<file path="src/rtl/result_bram_writer_pkg.sv">
// Shared constants and state encoding for the result BRAM writer.
package result_bram_writer_pkg;

  // BRAM port geometry shared with the weight/input readers.
  localparam int unsigned BRAM_DATA_W = 64;
  localparam int unsigned BRAM_ADDR_W = 11;

  // Lane geometry of the systolic core.
  localparam int unsigned LANE_ACC_W = 16;
  localparam int unsigned LANE_COUNT = 4;

  // Number of byte enables for a given data width.
  function automatic int unsigned be_width(input int unsigned data_w);
    return data_w / 8;
  endfunction

  localparam int unsigned BRAM_BE_W = be_width(BRAM_DATA_W);

  typedef enum logic [1:0] {
    S_IDLE    = 2'd0,
    S_COLLECT = 2'd1,
    S_WRITE   = 2'd2,
    S_DONE    = 2'd3
  } state_e;

endpackage

</file>
<file path="src/rtl/result_bram_writer_lane_slot.sv">
// One lane's holding slot: a result register plus a full flag.
module result_bram_writer_lane_slot
  import result_bram_writer_pkg::*;
#(
  parameter int unsigned ACC_W = LANE_ACC_W
) (
  input  logic             clk,
  input  logic             rst,
  input  logic             clr,
  input  logic             load,
  input  logic             flush,
  input  logic [ACC_W-1:0] din,
  output logic [ACC_W-1:0] data,
  output logic             full,
  output logic             ovf_pulse
);

  logic [ACC_W-1:0] data_q;
  logic             full_q;

  // Capture when empty or being flushed; a flush with no load empties the slot.
  always_ff @(posedge clk) begin
    if (rst || clr) begin
      data_q <= '0;
      full_q <= 1'b0;
    end else if (load && (!full_q || flush)) begin
      data_q <= din;
      full_q <= 1'b1;
    end else if (flush) begin
      full_q <= 1'b0;
    end
  end

  // A load into an occupied slot that is not being flushed loses the new value.
  always_comb begin
    ovf_pulse = load && full_q && !flush;
  end

  assign data = data_q;
  assign full = full_q;

endmodule

</file>
<file path="src/rtl/result_bram_writer.sv">
// Collects skewed per-lane accumulator results, packs each row into one word
// and writes it to a BRAM port readable by the PS.
module result_bram_writer
  import result_bram_writer_pkg::*;
#(
  parameter int unsigned ACC_W     = LANE_ACC_W,
  parameter int unsigned N_MACS    = LANE_COUNT,
  parameter int unsigned DATA_W    = BRAM_DATA_W,
  parameter int unsigned ADDR_W    = BRAM_ADDR_W,
  parameter int unsigned BASE_ADDR = 0,
  parameter int unsigned MAX_ROWS  = 256
) (
  input  logic                    clk,
  input  logic                    rst,
  input  logic                    start,
  input  logic                    clear_all,
  input  logic signed [ACC_W-1:0] acc_in_0,
  input  logic signed [ACC_W-1:0] acc_in_1,
  input  logic signed [ACC_W-1:0] acc_in_2,
  input  logic signed [ACC_W-1:0] acc_in_3,
  input  logic [N_MACS-1:0]       valid_in,
  output logic                    bram_en,
  output logic [DATA_W/8-1:0]     bram_we,
  output logic [ADDR_W-1:0]       bram_addr,
  output logic [DATA_W-1:0]       bram_din,
  input  logic [DATA_W-1:0]       bram_dout,
  output logic                    busy,
  output logic                    done,
  output logic [ADDR_W-1:0]       rows_written,
  output logic                    overflow
);

  localparam int unsigned BE_W = be_width(DATA_W);

  if (ACC_W * N_MACS != DATA_W) begin : g_width_err
    $error("ACC_W * N_MACS must equal DATA_W");
  end
  if (N_MACS != 4) begin : g_lane_err
    $error("lane ports are fixed at four");
  end
  if (BASE_ADDR + MAX_ROWS * BE_W > (2 ** ADDR_W)) begin : g_addr_err
    $error("BASE_ADDR + MAX_ROWS * bytes per word exceeds the address space");
  end

  state_e            state_q, state_d;
  logic [ADDR_W-1:0] ptr_q;
  logic [ADDR_W-1:0] rows_q;
  logic              ovf_q;

  logic [ACC_W-1:0]  lane_in   [N_MACS];
  logic [ACC_W-1:0]  slot_data [N_MACS];
  logic [N_MACS-1:0] slot_full;
  logic [N_MACS-1:0] slot_ovf;
  logic [N_MACS-1:0] lane_load;
  logic [DATA_W-1:0] packed_row;

  logic accept_start, capturing, wr_fire, slot_clr, row_ready, last_row, ovf_set;

  // The read port is write-only here.
  logic unused_dout;
  assign unused_dout = ^bram_dout;

  assign lane_in[0] = acc_in_0;
  assign lane_in[1] = acc_in_1;
  assign lane_in[2] = acc_in_2;
  assign lane_in[3] = acc_in_3;

  for (genvar i = 0; i < N_MACS; i++) begin : g_lane
    result_bram_writer_lane_slot #(
      .ACC_W(ACC_W)
    ) u_slot (
      .clk      (clk),
      .rst      (rst),
      .clr      (slot_clr),
      .load     (lane_load[i]),
      .flush    (wr_fire),
      .din      (lane_in[i]),
      .data     (slot_data[i]),
      .full     (slot_full[i]),
      .ovf_pulse(slot_ovf[i])
    );
    assign packed_row[i*ACC_W +: ACC_W] = slot_data[i];
  end

  // Qualifiers; clear_all overrides everything else.
  always_comb begin
    accept_start = start && !clear_all && (state_q == S_IDLE || state_q == S_DONE);
    capturing    = !clear_all && (state_q == S_COLLECT || state_q == S_WRITE);
    wr_fire      = !clear_all && (state_q == S_WRITE);
    slot_clr     = clear_all || accept_start;
    lane_load    = valid_in & {N_MACS{capturing}};
    // Lanes landing this cycle count, so the write strobe follows the last lane by one cycle.
    row_ready    = &(slot_full | lane_load);
    last_row     = (rows_q == ADDR_W'(MAX_ROWS - 1));
    ovf_set      = !clear_all && (state_q == S_COLLECT) && (|slot_ovf);
  end

  // Next-state logic.
  always_comb begin
    state_d = state_q;
    if (clear_all) begin
      state_d = S_IDLE;
    end else begin
      unique case (state_q)
        S_IDLE, S_DONE: if (start) state_d = S_COLLECT;
        S_COLLECT:      if (row_ready) state_d = S_WRITE;
        S_WRITE:        state_d = last_row ? S_DONE : S_COLLECT;
        default:        state_d = S_IDLE;
      endcase
    end
  end

  // State register.
  always_ff @(posedge clk) begin
    if (rst) begin
      state_q <= S_IDLE;
    end else begin
      state_q <= state_d;
    end
  end

  // Address pointer, row counter and sticky overflow.
  always_ff @(posedge clk) begin
    if (rst) begin
      ptr_q  <= ADDR_W'(BASE_ADDR);
      rows_q <= '0;
      ovf_q  <= 1'b0;
    end else if (accept_start) begin
      ptr_q  <= ADDR_W'(BASE_ADDR);
      rows_q <= '0;
      ovf_q  <= 1'b0;
    end else begin
      if (wr_fire) begin
        ptr_q  <= ptr_q + ADDR_W'(BE_W);
        rows_q <= rows_q + 1'b1;
      end
      if (ovf_set) begin
        ovf_q <= 1'b1;
      end
    end
  end

  // BRAM and status outputs; address and data are zero outside a write.
  always_comb begin
    bram_en      = wr_fire;
    bram_we      = {BE_W{wr_fire}};
    bram_addr    = wr_fire ? ptr_q : '0;
    bram_din     = wr_fire ? packed_row : '0;
    busy         = (state_q == S_COLLECT) || (state_q == S_WRITE);
    done         = (state_q == S_DONE);
    rows_written = rows_q;
    overflow     = ovf_q;
  end

endmodule
</file>
<file path="config.mk">
export PLATFORM = sky130hd
export DESIGN_NAME = result_bram_writer
export DESIGN_NICKNAME = d
export VERILOG_FILES = /design/src/rtl/result_bram_writer_pkg.sv /design/src/rtl/result_bram_writer_lane_slot.sv /design/src/rtl/result_bram_writer.sv
export SDC_FILE = /design/constraint.sdc
export NUM_CORES = 1
export LEC_CHECK = 0
export ABC_AREA = 1
export ABC_CLOCK_PERIOD_IN_PS = 3300
export BUFFER_PORTS_ARGS = -buffer_cell sky130_fd_sc_hd__buf_2
export CAP_MARGIN = 20
export CORE_ASPECT_RATIO = 1.25
export CORE_UTILIZATION = 49
export DETAILED_ROUTE_END_ITERATION = 7
export PLACE_DENSITY = 0.82
export SYNTH_ARGS = -nofsm -noshare
export SYNTH_HDL_FRONTEND = slang
export SYNTH_SLANG_ARGS = --single-unit
</file>
<file path="constraint.sdc">
create_clock -name clk -period 3.3 [get_ports clk]
set_input_delay 0.33 -clock clk [delete_from_list [all_inputs] [get_ports clk]]
set_output_delay 0.33 -clock clk [all_outputs]
set_load 0.01 [all_outputs]
</file>
Word-level counts from Yosys, hierarchy flattened

Index checks and enable logic that the tools add are counted.

Bits in registers: 93
Bits of input ports: 136
Output and inout port bits: 98
Logic and storage cells: 76

Add/subtract/negate cells: 2
Equal/unequal tests: 6
Multiplexer cells: 11
Bitwise operators: 2
Reduce and logical (&&, ||, !) cells: 43

Operators by type and width:

| cell                                            | count |
|---|---|
| two-way mux 64 bit                              | 1 |
| logical AND 1 bit                               | 18 |
| adder 11 x 1 -> 11 bit (second input constant)  | 1 |
| adder 11 x 4 -> 11 bit (second input constant)  | 1 |
| == test 11 x 8 -> 1 bit (second input constant) | 1 |
| two-way mux 11 bit                              | 1 |
| logical OR 1 bit                                | 8 |
| nonzero test 2 bit                              | 4 |
| zero test 1 bit                                 | 6 |
| two-way mux 2 bit                               | 3 |
| one-hot mux 2 bit (3 select lines)              | 1 |
| OR reduction 2 bit                              | 3 |
| two-way mux 1 bit                               | 5 |
| bitwise AND 4 bit                               | 1 |
| == test 2 bit (second input constant)           | 2 |
| != test 2 bit (second input constant)           | 2 |
| OR 4 bit                                        | 1 |
| AND reduction 4 bit                             | 1 |
| OR reduction 4 bit                              | 1 |
| == test 2 x 1 -> 1 bit (second input constant)  | 1 |
| zero test 2 bit                                 | 1 |
| AND reduction 2 bit                             | 1 |

Logic depth before layout (Yosys ltp)

Gate-level depths: netlist (run 1).

Depth in word-level cells: 8
Gate-level depth with buffers: 10
Depth with buffers taken out: 10

Hierarchy

Synthesis (run 1) repeated with hierarchy kept, for this count alone.

Cells, all modules: 777
Area, all modules: 5138.7 µm²

By module, submodules not included:

| module                       | instances | cells each | area each (µm²) | seq. area each (µm²) |
|---|---|---|---|---|
| result_bram_writer_lane_slot | 4         | 111        | 818.3           | 340.3 |
| result_bram_writer           | 1         | 333        | 1865.5          | 440.4 |

Worst setup path after synthesis (run 1)

Ideal clock, no wire load.

Path type: flip-flop to flip-flop
From: reg state_q[0]
To: reg g_lane[0].u_slot.data_q[11]
Library setup time: 128 ps
Data arrival time: 1545 ps
Required time: 3172 ps
Setup slack: 1628 ps
Cell stages (with the launch flop): 10
Path buffers: 1
Clock period less this slack: 1672 ps
Cells stage by stage: dfxtp_1 inv_1 ha_1 nor2_4 nand2_1 nor2_2 inv_2 buf_4 nor2_1 a211oi_2

Word-level cells in the longest chain between the ends: 5
Elaborated cells between the ends (all ways): 14
Classes of those cells: eq/ne (3); bitwise (1); reduce/logical (10)

Ends and longest elaborated chain:

| item                                                  | RTL line                                                               | text |
|---|---|---|
| start, declared                                       | result_bram_writer.sv:45                                               | `state_e state_q, state_d;` |
| start signal, assigned                                | result_bram_writer.sv:118                                              | `state_q <= state_d;` |
| == test 2 x 1 -> 1 bit (tied with other cells)        | result_bram_writer.sv:88                                               | `capturing = !clear_all && (state_q == S_COLLECT \|\| state_q == S_WRITE);` |
| logical OR 1 bit (on tied branches)                   | result_bram_writer.sv:88, result_bram_writer.sv:87                     |  |
| logical AND 1 bit (on tied branches)                  | result_bram_writer.sv:88, result_bram_writer.sv:87                     |  |
| bitwise AND 4 bit or logical OR 1 bit (tied branches) | result_bram_writer.sv:91, result_bram_writer.sv:90                     |  |
| logical AND 1 bit or logical OR 1 bit (tied branches) | result_bram_writer_lane_slot.sv:26, result_bram_writer_lane_slot.sv:23 |  |
| end signal, assigned                                  | result_bram_writer_lane_slot.sv:27                                     | `data_q <= din;` |
| end, declared                                         | result_bram_writer_lane_slot.sv:18                                     | `logic [ACC_W-1:0] data_q;` |

Several ways; a longest one is shown, not always the timed one.
A chain may end at the register's enable or synchronous reset.

Worst setup path after layout (run 1)

From: reg state_q[0]
To: out bram_din[60]

Word-level cells in the longest chain between the ends: 3

Ends and longest elaborated chain:

| item               | RTL line                  | text |
|---|---|---|
| == test 2 bit      | result_bram_writer.sv:89  | `wr_fire = !clear_all && (state_q == S_WRITE);` |
| logical AND 1 bit  | result_bram_writer.sv:89  |  |
| two-way mux 64 bit | result_bram_writer.sv:148 | `bram_din = wr_fire ? packed_row : '0;` |
| end, declared      | result_bram_writer.sv:25  | `output logic [DATA_W-1:0] bram_din,` |

No other way between the ends.

==> run_results.csv, run 1 <==
group,metric,value,unit
critical_path,end_kind,"primary output",
cells_and_area,n_fill_cell,815,
die,die_w,88.4,µm
cts,clk_pin_slew,0.07,ns
timing,rsz0062_at_grt,"no",
synthesis,mappedNetlistArea,0.00457,mm²
power_and_ir_drop,p_leak,2.30,nW
synthesis,ys_ff_latch,90,
synthesis,syn_area_per_cell,8.11,µm²
timing,finalMaxSlewViolations,0,
cells_and_area,final_cell_area,0.00559,mm²
cts,cts_resized,0,
placed_design,placed_cells,817,
placed_design,dp_hpwl,7.19,mm
placed_design,place_congestion,0.841,
critical_path,crit_type,"reg -> out",
route,first_pass_iters,4,
hold_path,hold_class,"in -> reg",
timing,fmaxAchievable,438,MHz
route,vias,4016,
die,coreArea,0.00908,mm²
die,row_count,39,
power_and_ir_drop,max-vdd-ir-drop,0.238,mV
synthesis,yosys_warnings,0,
cells_and_area,area_growth,22.3,%
cells_and_area,layout_common_cells,"166 x buf_2, 149 x nor2_1, 97 x inv_1",
power_and_ir_drop,total_power,2.27,mW
synthesis,synth_cells,564,
placed_design,placed_area,0.00528,mm²
cts,htree_levels,3,
critical_path,critPathRequiredTime,2.97,ns
cells_and_area,fin_nets,846,
route,drt_wl_total,9.97,mm
critical_path,arrival,1.96,ns
timing,max_slew.worst_pin.slew,0.703,ns
cts,post-cts-setup-buffer-count,0,
critical_path,start_kind,"flip-flop",
flow_run,max_cap_violations,0,
global_routing,antenna_found_initial,0,
global_routing,grt_max_degree,69,
placed_design,portBuffers,166,
cells_and_area,final_common_cell,"buf_2",
cells_and_area,drive_gt1_share,38.5,%
timing,setup_tns,0,ns
timing,period_share,69.3,%
cts,cts_buffers,9,
cells_and_area,final_cells,833,
die,initial_core_util,50.4,%
route,drtAntennaViolNets,0,
timing,holdWs,0.267,ns
die,num_io_pins,234,
cts,tritoncts,"built",
cells_and_area,antennaDiodeCount,0,
critical_path,ff2ff_setup_slack,1.21,ns
critical_path,crit_fanout,57,
timing,setup_viol,0,
synthesis,synthDistinctLibCells,32,
route,viasPerCell,4.82,
timing,hold_viol_final,0,
global_routing,grt_pass1_vias,3487,
cts,insertion_delay,0.34,ns
cts,ctsRootBufferMaster,"clkbuf_16",
timing,relSlewSlack,53.0,%
global_routing,grt_usage,19.9,%
global_routing,grt_first_pass_wirelength,15.1,mm
timing,period_needed,2.29,ns
timing,clock_skew,0.00715,ns
power_and_ir_drop,pwr_density_cell,406,mW/mm²
status,status,"finished, final reports clean",
cts,hold_buffers,0,
global_routing,grt-ovfl-total,0,
route,avgRoutedWirePerCell,12.0,µm
cts,cts_max_path_buffers,2,
die,die_h,110,µm
route,initialDrtViolationCount,129,
route,drc,0,
synthesis,synth_seq_area_share,39.4,%
cts,clock_sinks,90,
die,die_area,0.00972,mm²
-- where the power goes --
| part | switching, mW | total (mW) | internal (mW) |
|---|---|---|---|
| Clock | 0.436 | 1.05 | 0.615 |
| Sequential | 0.00217 | 1.09 | 1.09 |
| Combinational | 0.0756 | 0.124 | 0.0485 |
-- kinds of logic after synthesis --
group / after synthesis / synth area share [%]
and+or+nand+nor: 225 / 21.2
buffers and inverters: 143 / 15.7
AOI/OAI and AO/OA: 98 / 21.9
DFF: 90 / 39.4
adders and majority gates: 5 / 1.37
xor gates and xnor gates: 2 / 0.383
other: 1 / 0.0820
-- per-layer routing --
layer  GRT usage (%)  routed length (µm)  vias to the layer above  part of all wire (%)
met5               0                   0                        -                     0
met4            9.22                 169                        0                   1.7
met3            4.77                 757                       14                   7.6
met2            35.8                5010                      136                    50
met1            21.9                4040                     1822                    40
li1                -                   -                     2044                     -
-- worst paths after layout --
kind | cells after the start | start | to
max reg2reg | 6 | state_q[0]$_SDFFE_PP0P_ | rows_written[2]$_SDFFE_PP0P_
max | 6 | state_q[0]$_SDFFE_PP0P_ | bram_din[60]
min reg2reg | 2 | overflow$_SDFFE_PP0P_ | overflow$_SDFFE_PP0P_
min | 3 | acc_in_0[11] | g_lane[0].u_slot.data[11]$_SDFFE_PP0P_
-- per-stage QoR --
step	util, %	worst slack, ns
after floorplan	-	1.63
after global placement	58.2	1.28
after detailed placement	58.2	1.22
after CTS	61.6	0.973
after global routing	61.6	0.858
final	61.6	1.01
-- registers in the layout, summed over array words and instances (netlist names) --
register	cells
g_lane.u_slot.data	64
g_lane.u_slot.full	4
state_q	2
overflow	1
rows_written	11
ptr_q	8
-- final cells by class --
cell class	count	area, µm²	area share (%)
flip-flops and latches	90	1800	32.2
well taps	123	154	2.75
clock buffers	10	239	4.27
repair buffers	168	871	15.6
inverters	103	387	6.91
multi-input cells	333	2070	37.0
clock inverters	6	72.6	1.30
-- critical path, cell delays in order (launching register included) --
cell and delay (ns):
dfxtp_1 0.38, inv_1 0.06, ha_1 0.22, nand2_2 0.38, buf_12 0.32, nor2_1 0.10
buf_2 0.15
-- synthesized netlist by cell type --
library cell,instances,area [µm²]
buf_8,1,15.0
nor2_2,7,43.8
nand2_1,43,161
conb_1,1,3.75
nand3_1,6,30.0
inv_2,6,22.5
o21ai_0,6,30.0
o21ai_1,3,15.0
inv_1,97,364
a21oi_2,1,8.76
a31oi_1,3,18.8
nor3_4,1,16.3
xor2_1,2,17.5
o21a_1,2,15.0
ha_1,5,62.6
nand4_1,6,37.5
buf_2,5,25.0
nor2_4,4,45.0
o211a_1,1,10.0
buf_4,24,180
a31oi_2,1,12.5
nor2_1,149,559
dfxtp_1,90,1800
buf_6,10,113
a211oi_2,64,801
nand3_2,1,10.0
nor3_1,4,20.0
a21oi_1,16,80.1
nor3b_1,2,15.0
nand3_4,1,17.5
o21ai_2,1,8.76
nand2_4,1,11.3
Power figures use the tool's default switching activity.
==> inputs of run 2 (changes only) <==
--- a/config.mk
+++ b/config.mk
@@ -6,13 +6,13 @@
 export NUM_CORES = 1
 export LEC_CHECK = 0
 export ABC_AREA = 1
-export ABC_CLOCK_PERIOD_IN_PS = 3300
+export ABC_CLOCK_PERIOD_IN_PS = 2000
 export BUFFER_PORTS_ARGS = -buffer_cell sky130_fd_sc_hd__buf_2
 export CAP_MARGIN = 20
 export CORE_ASPECT_RATIO = 1.25
-export CORE_UTILIZATION = 49
+export CORE_UTILIZATION = 41
 export DETAILED_ROUTE_END_ITERATION = 7
-export PLACE_DENSITY = 0.82
+export PLACE_DENSITY = 0.73
 export SYNTH_ARGS = -nofsm -noshare
 export SYNTH_HDL_FRONTEND = slang
 export SYNTH_SLANG_ARGS = --single-unit
==> constraint.sdc (replaced) <==
create_clock -name clk -period 2 [get_ports clk]
set_input_delay 0.2 -clock clk [delete_from_list [all_inputs] [get_ports clk]]
set_output_delay 0.2 -clock clk [all_outputs]
set_load 0.01 [all_outputs]
==> run_results.csv, run 2 (same netlist as run 1, synthesis figures left out) <==
group,metric,value,unit
die,num_io_pins,234,
timing,setup_tns,0,ns
timing,period_share,93.9,%
cells_and_area,largest_register_ffs,64,
route,avgRoutedWirePerCell,11.6,µm
cts,ctsRootBufferMaster,"clkbuf_16",
cells_and_area,final_common_cell,"buf_2",
cts,tritoncts,"built",
timing,period_needed,1.88,ns
global_routing,antenna_found_initial,0,
power_and_ir_drop,pwr_density_cell,650,mW/mm²
route,first_pass_iters,5,
die,initial_core_util,42.6,%
critical_path,critPathRequiredTime,1.80,ns
critical_path,slowest_delay,0.38,ns
cts,htree_levels,3,
cts,cts_buffers,9,
critical_path,r2r-start,"state_q[0]$_SDFFE_PP0P_",
critical_path,path_delay_family,"buffers and inverters",
cells_and_area,antennaDiodeCount,0,
route,drt_wl_total,9.90,mm
route,drc,0,
cts,clock_sinks,90,
critical_path,arrival,1.68,ns
global_routing,grt-ovfl-total,0,
placed_design,portBuffers,166,
die,coreArea,0.0107,mm²
critical_path,crit_type,"reg -> out",
route,viasPerCell,4.70,
die,die_h,120,µm
cells_and_area,fin_nets,859,
cts,clk_pin_slew,0.06,ns
critical_path,path_buf_inv,4,
timing,setup_viol,0,
die,die_w,96.5,µm
die,die_area,0.0116,mm²
power_and_ir_drop,p_leak,2.40,nW
hold_path,hold_class,"in -> reg",
global_routing,grt_max_degree,58,
global_routing,grt_usage,16.8,%
cells_and_area,n_fill_cell,1026,
die,row_count,42,
cts,hold_buffers,0,
placed_design,dp_hpwl,7.32,mm
route,drtAntennaViolNets,0,
timing,rsz0062_at_grt,"no",
critical_path,path_cells,"ha_1 -> inv_1 -> nor2_4 -> buf_12 -> nand2_1 -> inv_1 -> buf_2",
critical_path,cpMostUsedCell,"inv_1",
timing,fmaxAchievable,533,MHz
critical_path,crit_fanout,21,
global_routing,grt_pass1_vias,3680,
cts,insertion_delay,0.33,ns
cts,cts_max_path_buffers,2,
placed_design,place_congestion,0.823,
power_and_ir_drop,max-vdd-ir-drop,0.447,mV
timing,finalMaxSlewViolations,0,
critical_path,cp_slowest_cell,"dfxtp_1",
route,initialDrtViolationCount,121,
cells_and_area,area_growth,26.5,%
critical_path,start_kind,"flip-flop",
timing,clock_skew,0.00470,ns
power_and_ir_drop,total_power,3.76,mW
critical_path,critPathLaunch,"state_q[1]$_SDFFE_PP0P_",
critical_path,end_kind,"primary output",
hold_path,hp-start,"acc_in_1[4]",
status,status,"finished, final reports clean",
cells_and_area,layout_common_cells,"166 x buf_2, 149 x nor2_1, 97 x inv_1",
cells_and_area,drive_gt1_share,39.4,%
route,vias,4017,
timing,hold_viol_final,0,
flow_run,max_cap_violations,0,
global_routing,grt_first_pass_wirelength,15.4,mm
-- run 2: cell count changes in the layout (fill, tap and decap cells not counted) --
cell and change:
inv_2 -1, clkinv_4 -1, inv_4 +1, inv_6 -2
buf_4 +7, clkbuf_8 +2, buf_12 +6, clkbuf_1 +1
-- run 2: final timing paths --
path                            slack [ns]                                    end  depth (start not counted)
worst max-delay path                  0.12                           bram_addr[3]                          7
worst min-delay path                  0.14  g_lane[1].u_slot.data[4]$_SDFFE_PP0P_                          3
worst max register to register        0.22  g_lane[0].u_slot.data[9]$_SDFFE_PP0P_                          8
worst min register to register        0.45                  overflow$_SDFFE_PP0P_                          2
-- run 2: stage by stage --
| step | setup slack, ns | util (%) | cell area, µm² | std cells | hold WS [ns] |
|---|---|---|---|---|---|
| 2_1_floorplan | 0.328 | - | 4580 | 566 | 0.377 |
| 3_3_place_gp | 0.143 | 50.7 | 5440 | 837 | 0.434 |
| 3_5_place_dp | 0.0885 | 50.7 | 5440 | 837 | 0.443 |
| 4_1_cts | 0.000881 | 53.7 | 5760 | 853 | 0.134 |
| 5_1_grt | 0.00980 | 54.0 | 5780 | 855 | 0.136 |
| 6_report | 0.122 | 54.0 | 5780 | 855 | 0.144 |
-- run 2: area by class of cell --
type	instances	area, µm²	area share [%]
clock buffer	13	270	4.67
clock inverter	3	46.3	0.800
inverter	103	389	6.73
multi-input combinational	333	2070	35.8
sequential	90	1800	31.1
tap	132	165	2.86
timing repair buffer	181	1040	18.0
-- run 2: worst register-to-register path, cell delays in order, from the launching register on --
cell and delay, ns:
dfxtp_1 0.37, inv_1 0.06, ha_1 0.33, nor2_4 0.20
nand2_1 0.13, nor2_2 0.17, inv_4 0.16, nor2_1 0.17
a211oi_2 0.05
-- run 2: power by group --
group	switching, mW	total [mW]	leakage [nW]	internal, mW
combinational	0.129	0.225	1.52	0.0958
sequential	0.00334	1.80	0.725	1.80
clock	0.659	1.73	0.152	1.07
total	0.791	3.76	2.40	2.97
-- run 2: repair_timing --
action | in CTS | in global routing
pin swaps | 0 | 1
gates resized for setup | 1 | 4
endpoints found under the setup margin | 1 | 17
buffers inserted | 0 | 2
-- run 2: metal layers --
metal	GRT usage [%]	vias up	share of wire (%)
met5	0	-	0
met4	5.51	0	1.6
met3	5.77	13	7.5
met2	30.4	120	50
met1	17.6	1824	41
li1	-	2060	-
==> inputs of run 3 (changes only) <==
--- a/config.mk
+++ b/config.mk
@@ -13,6 +13,7 @@
 export CORE_UTILIZATION = 41
 export DETAILED_ROUTE_END_ITERATION = 7
 export PLACE_DENSITY = 0.73
+export REMOVE_ABC_BUFFERS = 1
 export SYNTH_ARGS = -nofsm -noshare
 export SYNTH_HDL_FRONTEND = slang
 export SYNTH_SLANG_ARGS = --single-unit
==> run_results.csv, run 3 (same netlist as run 1, synthesis figures left out) <==
group,metric,value,unit
route,initialDrtViolationCount,105,
die,die_w,96.5,µm
global_routing,busiest_layer,"met2",
power_and_ir_drop,max-vdd-ir-drop,0.431,mV
route,viasPerCell,4.73,
timing,fmaxAchievable,529,MHz
critical_path,start_kind,"flip-flop",
global_routing,use_met1,18.4,%
cts,clk_pin_slew,0.06,ns
cts,tritoncts,"built",
cts,clock_sinks,90,
cells_and_area,fin_nets,853,
route,avgRoutedWirePerCell,11.5,µm
timing,setup_viol,0,
timing,rsz0062_at_grt,"no",
global_routing,grt_max_degree,44,
cells_and_area,layout_common_cells,"166 x buf_2, 148 x nor2_1, 96 x inv_1",
route,first_pass_iters,4,
placed_design,portBuffers,166,
cts,ctsRootBufferMaster,"clkbuf_16",
die,num_io_pins,234,
global_routing,grt_first_pass_wirelength,15.6,mm
timing,clock_skew,0.00540,ns
cts,htree_levels,3,
critical_path,crit_type,"reg -> out",
global_routing,use_met2,31.2,%
flow_run,max_cap_violations,0,
cells_and_area,area_growth,24.9,%
cts,cts_buffers,9,
critical_path,crit_fanout,21,
timing,period_share,94.5,%
timing,setup_tns,0,ns
cells_and_area,n_fill_cell,1073,
power_and_ir_drop,pwr_density_cell,653,mW/mm²
die,coreArea,0.0107,mm²
timing,setup_ws,0.110,ns
timing,period_needed,1.89,ns
global_routing,use_met3,3.23,%
timing,finalMaxSlewViolations,0,
placed_design,dpl_worst_slack,0.0418,ns
cts,cts_max_path_buffers,2,
die,initial_core_util,42.6,%
power_and_ir_drop,p_leak,2.36,nW
hold_path,hold_class,"in -> reg",
global_routing,grt_usage,17.0,%
status,status,"finished, final reports clean",
cells_and_area,drive_gt1_share,39.5,%
critical_path,critPathRequiredTime,1.80,ns
cells_and_area,post-route-util,53.3,%
die,die_area,0.0116,mm²
critical_path,arrival,1.69,ns
cts,insertion_delay,0.33,ns
power_and_ir_drop,total_power,3.73,mW
route,vias,4020,
route,drtAntennaViolNets,0,
global_routing,antenna_found_initial,0,
global_routing,grt_pass1_vias,3741,
cells_and_area,antennaDiodeCount,0,
route,drc,0,
timing,hold_viol_final,0,
placed_design,dp_hpwl,7.15,mm
placed_design,place_congestion,0.776,
global_routing,grt-ovfl-total,0,
die,die_h,120,µm
timing,holdWs,0.139,ns
die,row_count,42,
route,drt_wl_total,9.74,mm
critical_path,end_kind,"primary output",
cells_and_area,final_common_cell,"buf_2",
cells_and_area,largest_register_ffs,64,
-- run 3: critical path: stages (launching register included) --
cell,delay (ns)
dfxtp_1,0.33
inv_1,0.07
ha_1,0.17
inv_1,0.09
nor2_4,0.22
buf_12,0.19
nand2_1,0.08
inv_2,0.08
buf_2,0.13
-- run 3: through the flow --
step	area, µm²	cells
2_1_floorplan	4250	526
3_3_place_gp	5380	832
3_5_place_dp	5380	832
4_1_cts	5680	848
5_1_grt	5710	849
6_report	5710	849
-- run 3: cell type report --
class                   instances  area, µm²  area share, %
multi-input cells             333       2070           36.3
clock buffers                  11        253           4.42
repair buffers                175        973           17.0
clock inverters                 5       52.6          0.920
well taps                     132        165           2.89
inverters                     103        394           6.90
flip-flops and latches         90       1800           31.6
-- run 3: worst paths after layout --
check / to / slack [ns] / cells after the start / start
min reg2reg: overflow$_SDFFE_PP0P_ / 0.46 / 2 / overflow$_SDFFE_PP0P_
min: g_lane[3].u_slot.data[10]$_SDFFE_PP0P_ / 0.14 / 3 / acc_in_3[10]
max: bram_addr[3] / 0.11 / 8 / state_q[0]$_SDFFE_PP0P_
max reg2reg: g_lane[1].u_slot.data[13]$_SDFFE_PP0P_ / 0.18 / 8 / state_q[0]$_SDFFE_PP0P_
-- run 3: metal layers --
layer | part of all wire, % | wire length (µm)
met5 | 0 | 0
met1 | 42 | 4090
met3 | 5.1 | 496
met4 | 1.8 | 178
met2 | 51 | 4980
-- run 3: report_power, final --
part / switching [mW] / leakage (nW) / internal, mW
registers: 0.00337 / 0.726 / 1.80
clock network: 0.679 / 0.151 / 1.03
logic: 0.126 / 1.48 / 0.0887
-- run 3: what timing repair did --
action                                  4_1_cts  5_1_grt
gates cloned                                  0        0
hold buffers                                  0        0
endpoints found under the setup margin        1       39
hold endpoints to repair                      0        0
pin swaps                                     0        1
resized for setup                             1       11
buffers inserted                              0        1
